`src/rtl/sme_loader.sv`:
```
// Input capture stage for the string-matching engine: assembles string/pattern buffers,
// pre-decodes the pattern and offers one job per pattern. Optional anchors: SME_LDR_ANCHOR_EN.
module sme_loader #(
    parameter int STR_MAX = 32,
    parameter int PAT_MAX = 8
) (
    input  logic                   clk,
    input  logic                   reset,
    input  logic [7:0]             chardata,
    input  logic                   isstring,
    input  logic                   ispattern,
    output logic                   in_busy,
    output logic                   job_valid,
    input  logic                   job_ready,
    output logic [8*STR_MAX-1:0]   str_flat,
    output logic [$clog2(STR_MAX+1)-1:0] slen,
    output logic [8*PAT_MAX-1:0]   pat_flat,
    output logic [$clog2(PAT_MAX+1)-1:0] plen,
    output logic [PAT_MAX-1:0]     pat_vmask,
    output logic [PAT_MAX-1:0]     pat_dmask,
    output logic                   star_flag,
    output logic [$clog2(PAT_MAX)-1:0] star_idx,
    output logic                   anchor_head,
    output logic                   anchor_tail,
    output logic                   err_ovf
);

    localparam int SW  = $clog2(STR_MAX + 1);
    localparam int SIW = $clog2(STR_MAX);
    localparam int PW  = $clog2(PAT_MAX + 1);
    localparam int IW  = $clog2(PAT_MAX);

    typedef enum logic [1:0] {IDLE, LOAD_STR, LOAD_PAT, HOLD} state_t;
    state_t state;

    logic                 pat_start;
    logic                 pat_load;
    logic                 pat_drop;
    logic                 do_store;
    logic [IW-1:0]        pidx;
    logic [8*PAT_MAX-1:0] n_flat;
    logic [PW-1:0]        n_plen;
    logic [PAT_MAX-1:0]   n_vmask;
    logic [PAT_MAX-1:0]   n_dmask;
    logic                 n_star_flag;
    logic [IW-1:0]        n_star_idx;

    assign pat_start = ispattern && !isstring && (state == IDLE || state == LOAD_STR);
    assign pat_load  = pat_start || (state == LOAD_PAT && ispattern);

`ifdef SME_LDR_ANCHOR_EN
    logic n_ahead;
    logic n_atail;
    logic n_pend;
    logic tail_pend;
`endif

    // Next pattern buffer/decode state for the byte on chardata; a new pattern starts from zero
    always_comb begin
        n_flat      = pat_start ? '0 : pat_flat;
        n_plen      = pat_start ? '0 : plen;
        n_vmask     = pat_start ? '0 : pat_vmask;
        n_dmask     = pat_start ? '0 : pat_dmask;
        n_star_flag = pat_start ? 1'b0 : star_flag;
        n_star_idx  = pat_start ? '0 : star_idx;
        pat_drop    = 1'b0;
        do_store    = 1'b1;
        pidx        = n_plen[IW-1:0];
`ifdef SME_LDR_ANCHOR_EN
        n_ahead = pat_start ? 1'b0 : anchor_head;
        n_atail = pat_start ? 1'b0 : anchor_tail;
        n_pend  = pat_start ? 1'b0 : tail_pend;
        // A held-back '$' followed by another byte turns out to be a literal
        if (n_pend) begin
            n_flat[{pidx, 3'b000} +: 8] = 8'h24;
            n_vmask[pidx] = 1'b1;
            n_plen  = n_plen + PW'(1);
            n_pend  = 1'b0;
            n_atail = 1'b0;
            pidx    = n_plen[IW-1:0];
        end
        if (pat_start && chardata == 8'h5E) begin
            n_ahead  = 1'b1;
            do_store = 1'b0;
        end else if (chardata == 8'h24 && n_plen < PW'(PAT_MAX)) begin
            n_pend   = 1'b1;
            n_atail  = 1'b1;
            do_store = 1'b0;
        end
`endif
        if (do_store) begin
            if (n_plen == PW'(PAT_MAX)) begin
                pat_drop = 1'b1;
            end else begin
                n_flat[{pidx, 3'b000} +: 8] = chardata;
                n_vmask[pidx] = 1'b1;
                n_dmask[pidx] = (chardata == 8'h2E);
                if (chardata == 8'h2A && !n_star_flag) begin
                    n_star_flag = 1'b1;
                    n_star_idx  = pidx;
                end
                n_plen = n_plen + PW'(1);
            end
        end
    end

    // Control FSM plus all registered buffers and job outputs
    always_ff @(posedge clk or negedge reset) begin
        if (!reset) begin
            state     <= IDLE;
            in_busy   <= 1'b0;
            job_valid <= 1'b0;
            str_flat  <= '0;
            slen      <= '0;
            pat_flat  <= '0;
            plen      <= '0;
            pat_vmask <= '0;
            pat_dmask <= '0;
            star_flag <= 1'b0;
            star_idx  <= '0;
            err_ovf   <= 1'b0;
`ifdef SME_LDR_ANCHOR_EN
            anchor_head <= 1'b0;
            anchor_tail <= 1'b0;
            tail_pend   <= 1'b0;
`endif
        end else begin
            if (pat_load) begin
                pat_flat  <= n_flat;
                plen      <= n_plen;
                pat_vmask <= n_vmask;
                pat_dmask <= n_dmask;
                star_flag <= n_star_flag;
                star_idx  <= n_star_idx;
`ifdef SME_LDR_ANCHOR_EN
                anchor_head <= n_ahead;
                anchor_tail <= n_atail;
                tail_pend   <= n_pend;
`endif
                if (pat_drop) err_ovf <= 1'b1;
            end
            case (state)
                IDLE: begin
                    if (isstring) begin
                        str_flat <= {{(8*STR_MAX-8){1'b0}}, chardata};
                        slen     <= SW'(1);
                        state    <= LOAD_STR;
                    end else if (ispattern) begin
                        state <= LOAD_PAT;
                    end
                end
                LOAD_STR: begin
                    if (isstring) begin
                        if (slen == SW'(STR_MAX)) begin
                            err_ovf <= 1'b1;
                        end else begin
                            str_flat[{slen[SIW-1:0], 3'b000} +: 8] <= chardata;
                            slen <= slen + SW'(1);
                        end
                    end else if (ispattern) begin
                        state <= LOAD_PAT;
                    end else begin
                        state <= IDLE;
                    end
                end
                LOAD_PAT: begin
                    if (!ispattern) begin
                        state     <= HOLD;
                        job_valid <= 1'b1;
                        in_busy   <= 1'b1;
                        if (isstring) err_ovf <= 1'b1;
                    end
                end
                HOLD: begin
                    if (isstring || ispattern) err_ovf <= 1'b1;
                    if (job_ready) begin
                        state     <= IDLE;
                        job_valid <= 1'b0;
                        in_busy   <= 1'b0;
                    end
                end
                default: state <= IDLE;
            endcase
        end
    end

`ifndef SME_LDR_ANCHOR_EN
    assign anchor_head = 1'b0;
    assign anchor_tail = 1'b0;
`endif

endmodule

```
`config.mk`:
```
export PLATFORM = sky130hd
export DESIGN_NAME = sme_loader
export DESIGN_NICKNAME = d
export VERILOG_FILES = /design/src/rtl/sme_loader.sv
export SDC_FILE = /design/constraint.sdc
export NUM_CORES = 1
export LEC_CHECK = 0
export BUFFER_PORTS_ARGS = -buffer_cell sky130_fd_sc_hd__buf_2
export CORE_MARGIN = 2
export CORE_UTILIZATION = 55
export CTS_BUF_LIST = sky130_fd_sc_hd__clkbuf_8
export DETAILED_ROUTE_END_ITERATION = 6
export GPL_ROUTABILITY_DRIVEN = 0
export PLACE_DENSITY = 0.83
export SYNTH_ARGS = -nofsm -noshare
export SYNTH_HDL_FRONTEND = slang
export SYNTH_SLANG_ARGS = --single-unit
```
`constraint.sdc`:
```
create_clock -name clk -period 3.7 [get_ports clk]
set_input_delay 0.555 -clock clk [delete_from_list [all_inputs] [get_ports clk]]
set_output_delay 0.555 -clock clk [all_outputs]
set_load 0.02 [all_outputs]
```
# Yosys cells after proc, flatten, opt, wreduce, memory -nomap -nowiden
# Cells that the tools add are included.
# word_totals
elab_cells,98
input_bits,13
register_bits,354
# classes
eq_ne,14
magnitude_cmp,2
addsub,4
n_reduce_logical,16
n_bitwise,1
shifts,4
mux,46
# op_table
cell,count
two-way mux 256 bit,3
case mux 256 bit (2 select lines),1
bitwise mux 256 bit,1
"variable shift 8 x 10 -> 256 bit, first input constant",1
indexed part select 8 x 10 -> 256 bit,1
two-way mux 64 bit,2
bitwise mux 64 bit,1
"variable shift 8 x 8 -> 64 bit, first input constant",1
indexed part select 8 x 8 -> 64 bit,1
two-way mux 8 bit,4
two-way mux 6 bit,3
"== test 8 x 6 -> 1 bit, second input constant",2
two-way mux 1 bit,14
two-way mux 2 bit,6
"inequality test 2 bit, second input constant",6
case mux 6 bit (2 select lines),1
negator 8 -> 10 bit,1
two-way mux 3 bit,3
bitwise mux 8 bit,1
two-way mux 4 bit,2
negator 6 -> 8 bit,1
OR 8 bit,1
case mux 2 bit (4 select lines),1
AND reduction 4 bit,2
18 further kinds,27

# Depth between registers and ports, before layout
# Gate-level depths: netlist of run 1.
# depth
ltp_word,11
depth_mapped,12
ltp_nobuf,9

# Least setup slack after synthesis of run 1
# Ideal clock, no wire load.
# synth_timing
path_type,in2reg
start,input isstring
end,register pat_flat[40]
t_required_ns,3.631
arrival_ns,3.115
path_buffers,3
setup_ns,0.069
path_slack_ns,0.516
path_stages,10
path_cell_list,or3b_1 > buf_2 > clkbuf_1 > and2_1 > inv_1 > ha_1 > ha_1 > clkbuf_1 > nor4_1 > a32o_1
# synth_via
elab_chain_cells,8
elab_cells_between_ends,12
cone_classes,add/sub: 1; eq/ne: 1; shift: 2; mux: 4; reduce/logical: 4
# synth_rtl
element,line,text
from (decl),10,"input logic isstring,"
logical NOT 1 bit (*),48,assign pat_start = ispattern && !isstring && (state == IDLE || state == LOAD_STR);
logical AND 1 bit (*) (2 in a row),48,
two-way mux 4 bit,61,n_plen = pat_start ? '0 : plen;
negator 6 -> 8 bit,95,"n_flat[{pidx, 3'b000} +: 8] = chardata;"
indexed part select 8 x 8 -> 64 bit / variable shift 8 x 8 -> 64 bit (equally long branches),95,
bitwise mux 64 bit,95,
two-way mux 64 bit,92,if (n_plen == PW'(PAT_MAX)) begin
to (signal assigned),129,pat_flat <= n_flat;
to (decl),17,"output logic [8*PAT_MAX-1:0] pat_flat,"
# Every way passes the cells marked *; elsewhere a longest branch is shown, timed or not.
# A chain may end at the register's enable or synchronous reset.

# Worst setup path in the final report of run 1
# layout_timing
start,register slen[0]
end,register str_flat[24]
# layout_via
elab_chain_cells,6
elab_cells_between_ends,10
cone_classes,add/sub: 1; eq/ne: 2; shift: 2; mux: 4; reduce/logical: 1
# layout_rtl
element,line,text
from (decl),16,"output logic [$clog2(STR_MAX+1)-1:0] slen,"
from (signal assigned),158,slen <= slen + SW'(1);
negator 8 -> 10 bit,157,"str_flat[{slen[SIW-1:0], 3'b000} +: 8] <= chardata;"
indexed part select 8 x 10 -> 256 bit / variable shift 8 x 10 -> 256 bit (equally long branches),157,
bitwise mux 256 bit,157,
two-way mux 256 bit,154,if (slen == SW'(STR_MAX)) begin
two-way mux 256 bit,153,if (isstring) begin
case mux 256 bit (2 select lines),142,case (state)
to (signal assigned),145,"str_flat <= {{(8*STR_MAX-8){1'b0}}, chardata};"
"to (signal, indexed assignment)",157,
to (decl),15,"output logic [8*STR_MAX-1:0] str_flat,"
# Parallel ways exist; a longest one is shown, timed or not. The select of a mux whose other input is x is not followed.

==> flow_metrics.tcl, run 1 <==
set metrics [dict create \
    dr.pass1.iters 5 \
    cts_resized 0 \
    grt_remaining_overflow 0 \
    cts_tree "done" \
    synth_cell_types 64 \
    clk_pin_slew_ns 0.07 \
    layout-drive-gt1-share_pct 31.5 \
    finalClockSkew_ns 0.0198 \
    grt_pass1_vias 12100 \
    hold_path.class "primary input to async pin" \
    holdBufCountCts 0 \
    power_density_nw_per_um2 607 \
    clk_path_buf_depth 3 \
    path_cells "inv_1 > ha_1 > nor2b_1 > xnor2_1 > a21o_1 > nand3_1 > mux2i_1" \
    finalCritPeriodShare_pct 87.9 \
    dieArea_um2 28400 \
    rsz0062_at_grt "false" \
    cts_root_buf "clkbuf_8" \
    post-synth-top-area-cell "dfrtp_1" \
    ys_async_sr_fraction_pct 100 \
    synth_edf_count 0 \
    tightest_slew_ns 0.876 \
    clock_sinks 354 \
    hpwl_mm 30.7 \
    grt_pass1_wl_mm 70.0 \
    io_pins 368 \
    setup_violations 0 \
    synthDominantCellAreaShare_pct 59.5 \
    hold_viol 0 \
    reg2reg_depth 7 \
    synth_area_um2 14900 \
    drc 0 \
    grt_max_degree 113 \
    ys_ff_latch 354 \
    setup_tns_ns 0 \
    clkLatencyLatePin_ns 0.59 \
    areaGrowthSynthToFinish_pct 23.4 \
    worstPathArrival_ns 3.73 \
    critPathRequiredTime_ns 4.18 \
    fill_cells 1997 \
    synthCells 1309 \
    cpPeakStageDelay_ns 0.58 \
    rr_startpoint "slen[0]" \
    h-tree-depth 2 \
    vias 12500 \
    vias_per_cell 6.05 \
    post-cts-setup-buffers 0 \
    crit_slowest_cell "dfrtp_1" \
    leakage_nw 10.1 \
    status "finished, final reports clean" \
    fmax_mhz 308 \
    synth_top_cells_by_area "dfrtp_1, mux2i_1, nand2_1" \
    cts_buffers 56 \
    slew_headroom_pct 41.6 \
    start_util_pct 55.6 \
    start_kind "register" \
    synth_warnings 0 \
    slew_violations 0 \
    diodes 0 \
    crit_fanout 13 \
    synth_ff_type "dfrtp_1" \
    first_iter_violations 1034 \
    layout.nets 1694 \
    drt_wl_total_mm 45.5 \
    peakVddDrop_mv 0.390 \
    die_w_um 169 \
    rows 60 \
    fp.dieH_um 169 \
    min_period_ns 3.25 \
    cp-end-kind "register" \
    path_class "register to register" \
    antenna_found_initial 0 \
    synth_seq_area_share_pct 59.5 \
    worstReg2RegEnd "str_flat[24]" \
    r2r_setup_slack_ns 0.45 \
    finalPower_w 0.0112 \
    core_um2 26800 \
    portBuffers 365 \
    grt_usage_pct 31.5 \
    syn_avg_cell_area_um2 11.4 \
    ant_nets 0 \
    wire_per_inst_um 22.1 \
    max_cap_viol_count 0 \
]
-- logic make-up after synthesis --
kind of cell / after synthesis / share of synthesized area, %
and+or+nand+nor: 450 / 14.2
DFF: 354 / 59.5
AOI/OAI and AO/OA: 247 / 12.8
muxes: 135 / 9.15
buffers and inverters: 106 / 3.09
adders and majority gates: 11 / 0.924
xor gates and xnor gates: 5 / 0.344
other: 1 / 0.0252
-- state kept, by name, indices dropped and copies added (netlist names) --
name / flops
star_flag: 1
str_flat: 256
state: 2
star_idx: 3
slen: 6
job_valid: 1
err_ovf: 1
plen: 4
pat_flat: 64
pat_vmask: 8
pat_dmask: 8
-- critical path: cells and delay by family, from the launching register on --
| family | cells | cell delay [ns] |
|---|---|---|
| AOI/OAI and AO/OA | 1 | 0.51 |
| xor gates and xnor gates | 1 | 0.33 |
| adders and majority gates | 1 | 0.39 |
| buffers and inverters | 1 | 0.22 |
| DFF | 1 | 0.58 |
| muxes | 1 | 0.34 |
| and+or+nand+nor | 2 | 0.77 |
-- through the flow --
stage	hold slack [ns]	area [µm²]	util [%]	std cells	setup WS (ns)
3_5_place_dp	0.460	17100	63.7	1953	0.458
3_3_place_gp	0.453	17100	63.7	1953	0.581
4_1_cts	0.0677	18400	68.6	2058	0.481
5_1_grt	0.102	18400	68.6	2058	0.262
6_report	0.0525	18400	68.6	2058	0.449
2_1_floorplan	0.259	14900	-	1310	0.516
-- where the power goes --
| group | switching, W | internal [W] | leakage (nW) |
|---|---|---|---|
| Clock | 0.00158 | 0.00225 | 0.728 |
| Sequential | 0.000294 | 0.00413 | 4.90 |
| Combinational | 0.00211 | 0.000801 | 4.50 |
-- worst max path at each step --
stage	startpoint	end	slack, ns	cells past startpoint
after floorplan	isstring	pat_flat[40]	0.52	10
after global placement	ispattern	pat_flat[53]	0.58	10
after detailed placement	ispattern	pat_flat[55]	0.46	10
after CTS	slen[0]	str_flat[24]	0.48	7
after global routing	slen[0]	str_flat[179]	0.26	7
final	slen[0]	str_flat[24]	0.45	7
-- cell type report --
type | instances | area, µm² | area share [%]
Clock buffer | 72 | 991 | 5.39
Multi-Input combinational cell | 850 | 5600 | 30.5
Inverter | 10 | 37.5 | 0.204
Tap cell | 341 | 427 | 2.32
Clock inverter | 33 | 339 | 1.84
Timing Repair Buffer | 398 | 2130 | 11.6
Sequential cell | 354 | 8860 | 48.2
-- per-layer routing --
metal | up-vias | track usage, % | wire length, µm | part of all wire, %
li1 | 5380 | - | - | -
met1 | 6264 | 41.8 | 18100 | 40
met2 | 670 | 50.7 | 21500 | 47
met3 | 142 | 7.32 | 4030 | 8.9
met4 | 0 | 12.9 | 1950 | 4.3
met5 | - | 0 | 0 | 0
-- cells in the mapped netlist, drive strengths merged (2+ instances only) --
library cell	n
a21o	4
o31ai	5
o21ai	76
a21oi	17
a211oi	2
nand2	245
nor4	7
nand3b	3
a31oi	2
nor3	19
o2bb2ai	8
and2	7
nand3	78
a22o	72
clkbuf	67
mux2i	125
buf	29
and3	5
nor2	52
xnor2	2
nand4	3
mux2	10
nor2b	9
or4b	2
a32o	56
nand2b	9
xor2	3
nor3b	2
inv	10
dfrtp	354
or3	3
ha	11
-- layout by cell type, fill, tap and decap left out, types with 7 or more instances in the layout --
| cell type | count |
|---|---|
| clkbuf_8 | 72 |
| a21oi_1 | 17 |
| nand3_1 | 75 |
| inv_1 | 18 |
| nor2_1 | 51 |
| nor3_1 | 12 |
| o2bb2ai_1 | 8 |
| nor2b_1 | 9 |
| mux2i_1 | 125 |
| clkinv_2 | 16 |
| a22o_1 | 72 |
| o21ai_0 | 63 |
| buf_4 | 29 |
| bufinv_16 | 7 |
| a32o_1 | 56 |
| nand2_1 | 236 |
| nand2b_1 | 8 |
| buf_2 | 364 |
| o21ai_1 | 10 |
| ha_1 | 11 |
| mux2_2 | 10 |
| dfrtp_1 | 354 |
| nand2_2 | 9 |
No activity file was read; power rests on OpenSTA's default activity.
==> inputs of run 2 (changes only) <==
- ABC_AREA: default -> 1
- CORE_UTILIZATION: 55 -> 56
==> run 2 against run 1 <==
  * The run now ends with DRC left
  * First-iteration DRC count grew 92%
  * Sequential share of layout area down 2.2 points
  * Worst hold slack lost 0.030 ns
  * Via count is 26% higher
  * Core utilization increased by 0.33 points
==> flow_metrics.tcl, run 2 <==
set metrics [dict create \
    status "complete, but fails checks" \
    violations "DRC" \
    p_seq_share_pct 36.9 \
    holdBufCountCts 0 \
    ant_nets 0 \
    syn_avg_cell_area_um2 8.30 \
    post-synth-top-area-cell "dfrtp_1" \
    hold_slack_ns 0.0228 \
    hpwl_mm 37.2 \
    clock_sinks 354 \
    comb_power_share_pct 35.9 \
    diodes 0 \
    fill_cells 2243 \
    tightest_slew_ns 0.897 \
    first_iter_violations 1982 \
    clk_path_buf_depth 3 \
    synthTopCellsByCount "nand2_1, nand3_1, dfrtp_1" \
    synth_top_cells_by_area "dfrtp_1, nand2_1, nand3_1" \
    path_cells "inv_2 > buf_4 > nand2_1 > nand2_1 > nand2_2 > inv_2 > nor2_1 > nand2_1 > inv_1 > nand2_1 > nand2_1" \
    cts_root_buf "clkbuf_8" \
    grt_pass1_vias 15100 \
    clk_pin_slew_ns 0.07 \
    synth_cell_types 35 \
    clkLatencyLatePin_ns 0.60 \
    h-tree-depth 2 \
    rows 61 \
    antenna_found_initial 0 \
    grt_usage_pct 34.6 \
    hold_path.class "primary input to async pin" \
    power_density_nw_per_um2 648 \
    drt_wl_total_mm 52.1 \
    grt_pass1_wl_mm 82.5 \
    setup_violations 0 \
    areaGrowthSynthToFinish_pct 20.9 \
    wire_per_inst_um 19.3 \
    layout_common_cells "nand2_1, nand3_1, buf_2" \
    cts_tree "done" \
    cp-end-kind "register" \
    leakage_nw 11.4 \
    fmax_mhz 297 \
    start_util_pct 57.0 \
    synthCells 1919 \
    top_regs "str_flat: 256 flops, pat_flat: 64 flops" \
    crit_path_frequent_cell "nand2_1" \
    pre_cts_slack_ns 0.272 \
    portBuffers 365 \
    yosysMostFrequentCell "nand2_1" \
    slew_violations 0 \
    min_period_ns 3.36 \
    crit_slowest_cell "dfrtp_1" \
    dr.pass1.iters 7 \
    post-cts-setup-buffers 0 \
    layout-drive-gt1-share_pct 23.0 \
    layout.nets 2306 \
    cts_buffers 56 \
    setup_tns_ns 0 \
    finalCritPeriodShare_pct 90.9 \
    vias 15700 \
    dieArea_um2 29800 \
    synthDominantCellAreaShare_pct 55.6 \
    swShare_pct 43.0 \
    hold_viol 0 \
    synth_area_um2 15900 \
    path_class "register to register" \
    synth_seq_area_share_pct 55.6 \
    rsz0062_at_grt "false" \
    cts_resized 0 \
    vias_per_cell 5.82 \
    drc 23 \
    slew_headroom_pct 40.0 \
    fp.dieH_um 173 \
    core_um2 27900 \
    crit_fanout 34 \
    io_pins 368 \
    setup_slack_ns 0.338 \
    grt_remaining_overflow 0 \
    p_int_w 0.00711 \
    ys_ff_latch 354 \
    start_kind "register" \
    regMostFlops "str_flat" \
    largest_register_ffs 256 \
    synth_edf_count 0 \
    ys_async_sr_fraction_pct 100 \
    grt_max_degree 105 \
    worstPathArrival_ns 3.89 \
    peakVddDrop_mv 0.490 \
    critPathRequiredTime_ns 4.23 \
    cpPeakStageDelay_ns 0.77 \
    mostFrequentLayoutCell "nand2_1" \
    synth_warnings 0 \
    finalClockSkew_ns 0.0264 \
    power_switching_w 0.00536 \
    synth_ff_type "dfrtp_1" \
    clkPwrFrac_pct 27.2 \
    die_w_um 173 \
    max_cap_viol_count 0 \
]
## run 2: cell types whose count changed after synthesis, sizes merged, moves of 12 or more
| cell | before | now |
|---|---|---|
| mux2i | 125 | 0 |
| buf | 29 | 46 |
| nor2 | 52 | 151 |
| nand2 | 245 | 646 |
| inv | 10 | 88 |
| clkbuf | 67 | 38 |
| nand3 | 78 | 415 |
| nand4 | 3 | 63 |
| a22o | 72 | 2 |
| a32o | 56 | 0 |
| o21ai | 76 | 64 |
## run 2: per-layer routing
metal / global-route usage (%) / part of all wire (%)
met1: 46.1 / 38
met2: 53.9 / 46
met3: 7.45 / 10
met4: 17.9 / 5.4
met5: 0 / 0
## run 2: layout make-up
cell class                 count  area [µm²]  area share (%)
inverter                      89         334            1.73
timing repair buffer         388        2080            10.8
sequential                   354        8860            46.0
tap                          378         473            2.46
clock inverter                21         118           0.611
multi-input combinational   1393        6360            33.0
clock buffer                  75        1030            5.36
## run 2: cell families after synthesis
| kind of cell | share of synthesized area (%) |
|---|---|
| AOI/OAI and AO/OA | 2.76 |
| xor gates and xnor gates | 0.110 |
| buffers and inverters | 4.59 |
| DFF | 55.6 |
| and+or+nand+nor | 36.1 |
| other | 0.0235 |
| adders and majority gates | 0.864 |
## run 2: power by group through the flow
stage	Sequential [W]	Combinational (W)	Clock, W
after floorplan	0.00504	0.00255	0
after global placement	0.00464	0.00426	0
after detailed placement	0.00464	0.00435	0
after CTS	0.00459	0.00436	0.00343
after global routing	0.00464	0.00481	0.00360
final	0.00461	0.00448	0.00339
## run 2: stage by stage
step           power, W  std cells  instance area (µm²)  utilization, %
6_report         0.0125       2698                19300            69.0
5_1_grt          0.0130       2698                19300            69.0
4_1_cts          0.0124       2698                19300            69.0
3_5_place_dp    0.00899       2602                18100            64.8
3_3_place_gp    0.00889       2602                18100            64.8
2_1_floorplan   0.00759       1920                15900               -
## run 2: path summary, 6_finish.rpt
check	from	endpoint	slack, ns	cells past startpoint
max	slen[0]	str_flat[249]	0.34	11
min	reset	str_flat[179]	0.02	1
max reg2reg	slen[0]	str_flat[249]	0.34	11
min reg2reg	str_flat[221]	str_flat[221]	0.47	2
max in group asynchronous	reset	pat_flat[35]	2.72	2
min in group clk	job_ready	job_valid	0.28	3
## run 2: critical path, delay by kind of cell, from the launching register on
kind,cells,cell delay [ns]
and+or+nand+nor,7,1.57
DFF,1,0.77
buffers and inverters,4,0.92
==> inputs of run 3 (changes only) <==
--- a/config.mk
+++ b/config.mk
@@ -9,4 +9,6 @@
 export BUFFER_PORTS_ARGS = -buffer_cell sky130_fd_sc_hd__buf_2
+export CELL_PAD_IN_SITES_DETAIL_PLACEMENT = 0
+export CELL_PAD_IN_SITES_GLOBAL_PLACEMENT = 1
 export CORE_MARGIN = 2
-export CORE_UTILIZATION = 56
+export CORE_UTILIZATION = 41
 export CTS_BUF_LIST = sky130_fd_sc_hd__clkbuf_8
--- a/constraint.sdc
+++ b/constraint.sdc
@@ -3,2 +3,2 @@
 set_output_delay 0.555 -clock clk [all_outputs]
-set_load 0.02 [all_outputs]
+set_load 0.005 [all_outputs]
==> run 3 against run 2 <==
  * The run now ends clean
  * Cell area increased by 1.7%
  * Worst hold slack improved by 0.18 ns
  * Clock skew up 0.0063 ns
  * Total power decreased by 1.6%
  * Critical endpoint is now str_flat[228]
  * Via count shrank 3.2%
  * Clock power increased by 6.5%
  * Count of clock-buffer cells in the layout grew 3
  * Fmax increased by 19%
  * Core utilization decreased by 18 points
  * First-iteration DRC count shrank 40%
==> flow_metrics.tcl, run 3 (same netlist as run 2, synthesis figures left out) <==
set metrics [dict create \
    status "finished, final reports clean" \
    fin_area_um2 19600 \
    drc 0 \
    drt_wl_total_mm 56.0 \
    worstHoldStart "chardata[3]" \
    power_density_nw_per_um2 627 \
    ant_nets 0 \
    hpwl_mm 40.7 \
    r2r_setup_slack_ns 0.88 \
    rr_startpoint "slen[0]" \
    cp-end-kind "register" \
    regMostFlops "str_flat" \
    p_seq_share_pct 37.3 \
    peakVddDrop_mv 0.349 \
    critPathBufInv 3 \
    startpoint "slen[0]" \
    fp.dieH_um 201 \
    clk_path_buf_depth 3 \
    min_period_ns 2.82 \
    pre_cts_slack_ns 0.705 \
    fmax_mhz 354 \
    setup_violations 0 \
    portBuffers 365 \
    max_cap_viol_count 0 \
    largest_register_ffs 256 \
    multiInputGateArea_um2 6360 \
    die_w_um 201 \
    finalPower_w 0.0123 \
    io_pins 368 \
    vias 15200 \
    path_cells "inv_2 > ha_1 > nand3_2 > buf_4 > nand2_2 > buf_4 > nand3_1 > nand2_1 > nand2_1 > nand2_1 > o21ai_0" \
    start_util_pct 41.4 \
    layout-drive-gt1-share_pct 23.4 \
    path_class "register to register" \
    crit_fanout 24 \
    grt_remaining_overflow 0 \
    finalClockSkew_ns 0.0327 \
    place_area_um2 18300 \
    register_area_um2 8860 \
    tightest_slew_ns 0.998 \
    mostFrequentLayoutCell "nand2_1" \
    areaGrowthSynthToFinish_pct 23.0 \
    finalCritPeriodShare_pct 76.3 \
    layout_common_cells "nand2_1, nand3_1, buf_2" \
    grt_max_degree 117 \
    crit_path_frequent_cell "nand2_1" \
    core_um2 38500 \
    first_iter_violations 1188 \
    dieArea_um2 40500 \
    critPathRequiredTime_ns 4.24 \
    leakage_nw 11.6 \
    crit_family "simple AND/OR/NAND/NOR gates" \
    swShare_pct 41.1 \
    grt_usage_pct 27.6 \
    grt_pass1_wl_mm 86.8 \
    comb_power_share_pct 33.3 \
    slew_headroom_pct 33.4 \
    p_int_w 0.00723 \
    post-cts-setup-buffers 0 \
    wire_per_inst_um 19.6 \
    dr.pass1.iters 6 \
    slew_violations 0 \
    crit_slowest_cell "dfrtp_1" \
    start_kind "register" \
    vias_per_cell 5.31 \
    setup_tns_ns 0 \
    clkPwrFrac_pct 29.4 \
    h-tree-depth 2 \
    top_regs "str_flat: 256 flops, pat_flat: 64 flops" \
    fill_cells 3773 \
    power_switching_w 0.00505 \
    clkLatencyLatePin_ns 0.68 \
    clock_sinks 354 \
    layout.nets 2321 \
    hold_viol 0 \
    diodes 0 \
    cpPeakStageDelay_ns 0.38 \
    rows 72 \
    antenna_found_initial 0 \
    cts_root_buf "clkbuf_8" \
    worstPathArrival_ns 3.37 \
    rsz0062_at_grt "false" \
    cts_tree "done" \
    setup_slack_ns 0.878 \
    hold_path.class "primary input to register" \
    cts_buffers 61 \
    clk_pin_slew_ns 0.07 \
    grt_pass1_vias 14800 \
]
run 3: layout make-up:
type	count	share of cell area, %
clock buffer	78	5.48
multi-input combinational	1393	32.5
inverter	89	1.71
tap	518	3.31
clock inverter	31	0.843
timing repair buffer	398	11.0
sequential	354	45.2
run 3: worst paths after layout:
kind,end,cells past startpoint
min reg2reg,str_flat[240],2
min in group asynchronous,str_flat[180],2
min,pat_flat[3],3
max,str_flat[228],11
max in group asynchronous,pat_flat[43],3
max reg2reg,str_flat[228],11
run 3: tightest hold or removal path, cell delays in order:
cell and delay [ns]:
buf_2 0.17, nand2_1 0.08, nand2_1 0.04
run 3: repair_timing:
| item | 4_1_cts | 5_1_grt |
|---|---|---|
| resized for setup | 0 | 0 |
| hold buffers | 1 | 0 |
| endpoints found under the hold margin | 5 | 0 |
run 3: per-stage QoR:
stage / std cells / util [%] / hold WS, ns
global route: 2861 / 50.9 / 0.203
CTS: 2861 / 50.9 / 0.158
global placement: 2751 / 47.7 / 0.446
detailed placement: 2751 / 47.7 / 0.456
finish: 2861 / 50.9 / 0.203
floorplan: 1920 / - / 0.259
run 3: power groups by stage:
| stage | logic, W | clock network [W] | registers, W |
|---|---|---|---|
| after detailed placement | 0.00407 | 0 | 0.00463 |
| after global routing | 0.00453 | 0.00387 | 0.00462 |
| after CTS | 0.00408 | 0.00370 | 0.00457 |
| final | 0.00409 | 0.00361 | 0.00458 |
| after global placement | 0.00401 | 0 | 0.00464 |
| after floorplan | 0.00255 | 0 | 0.00460 |
run 3: layer usage:
metal  track usage (%)  share of wire, %  up-vias
met4              13.2               4.5        0
met1              37.0                42     7399
li1                  -                 -     7091
met5                 0                 0        -
met3              5.91               6.9      122
met2              42.9                46      580
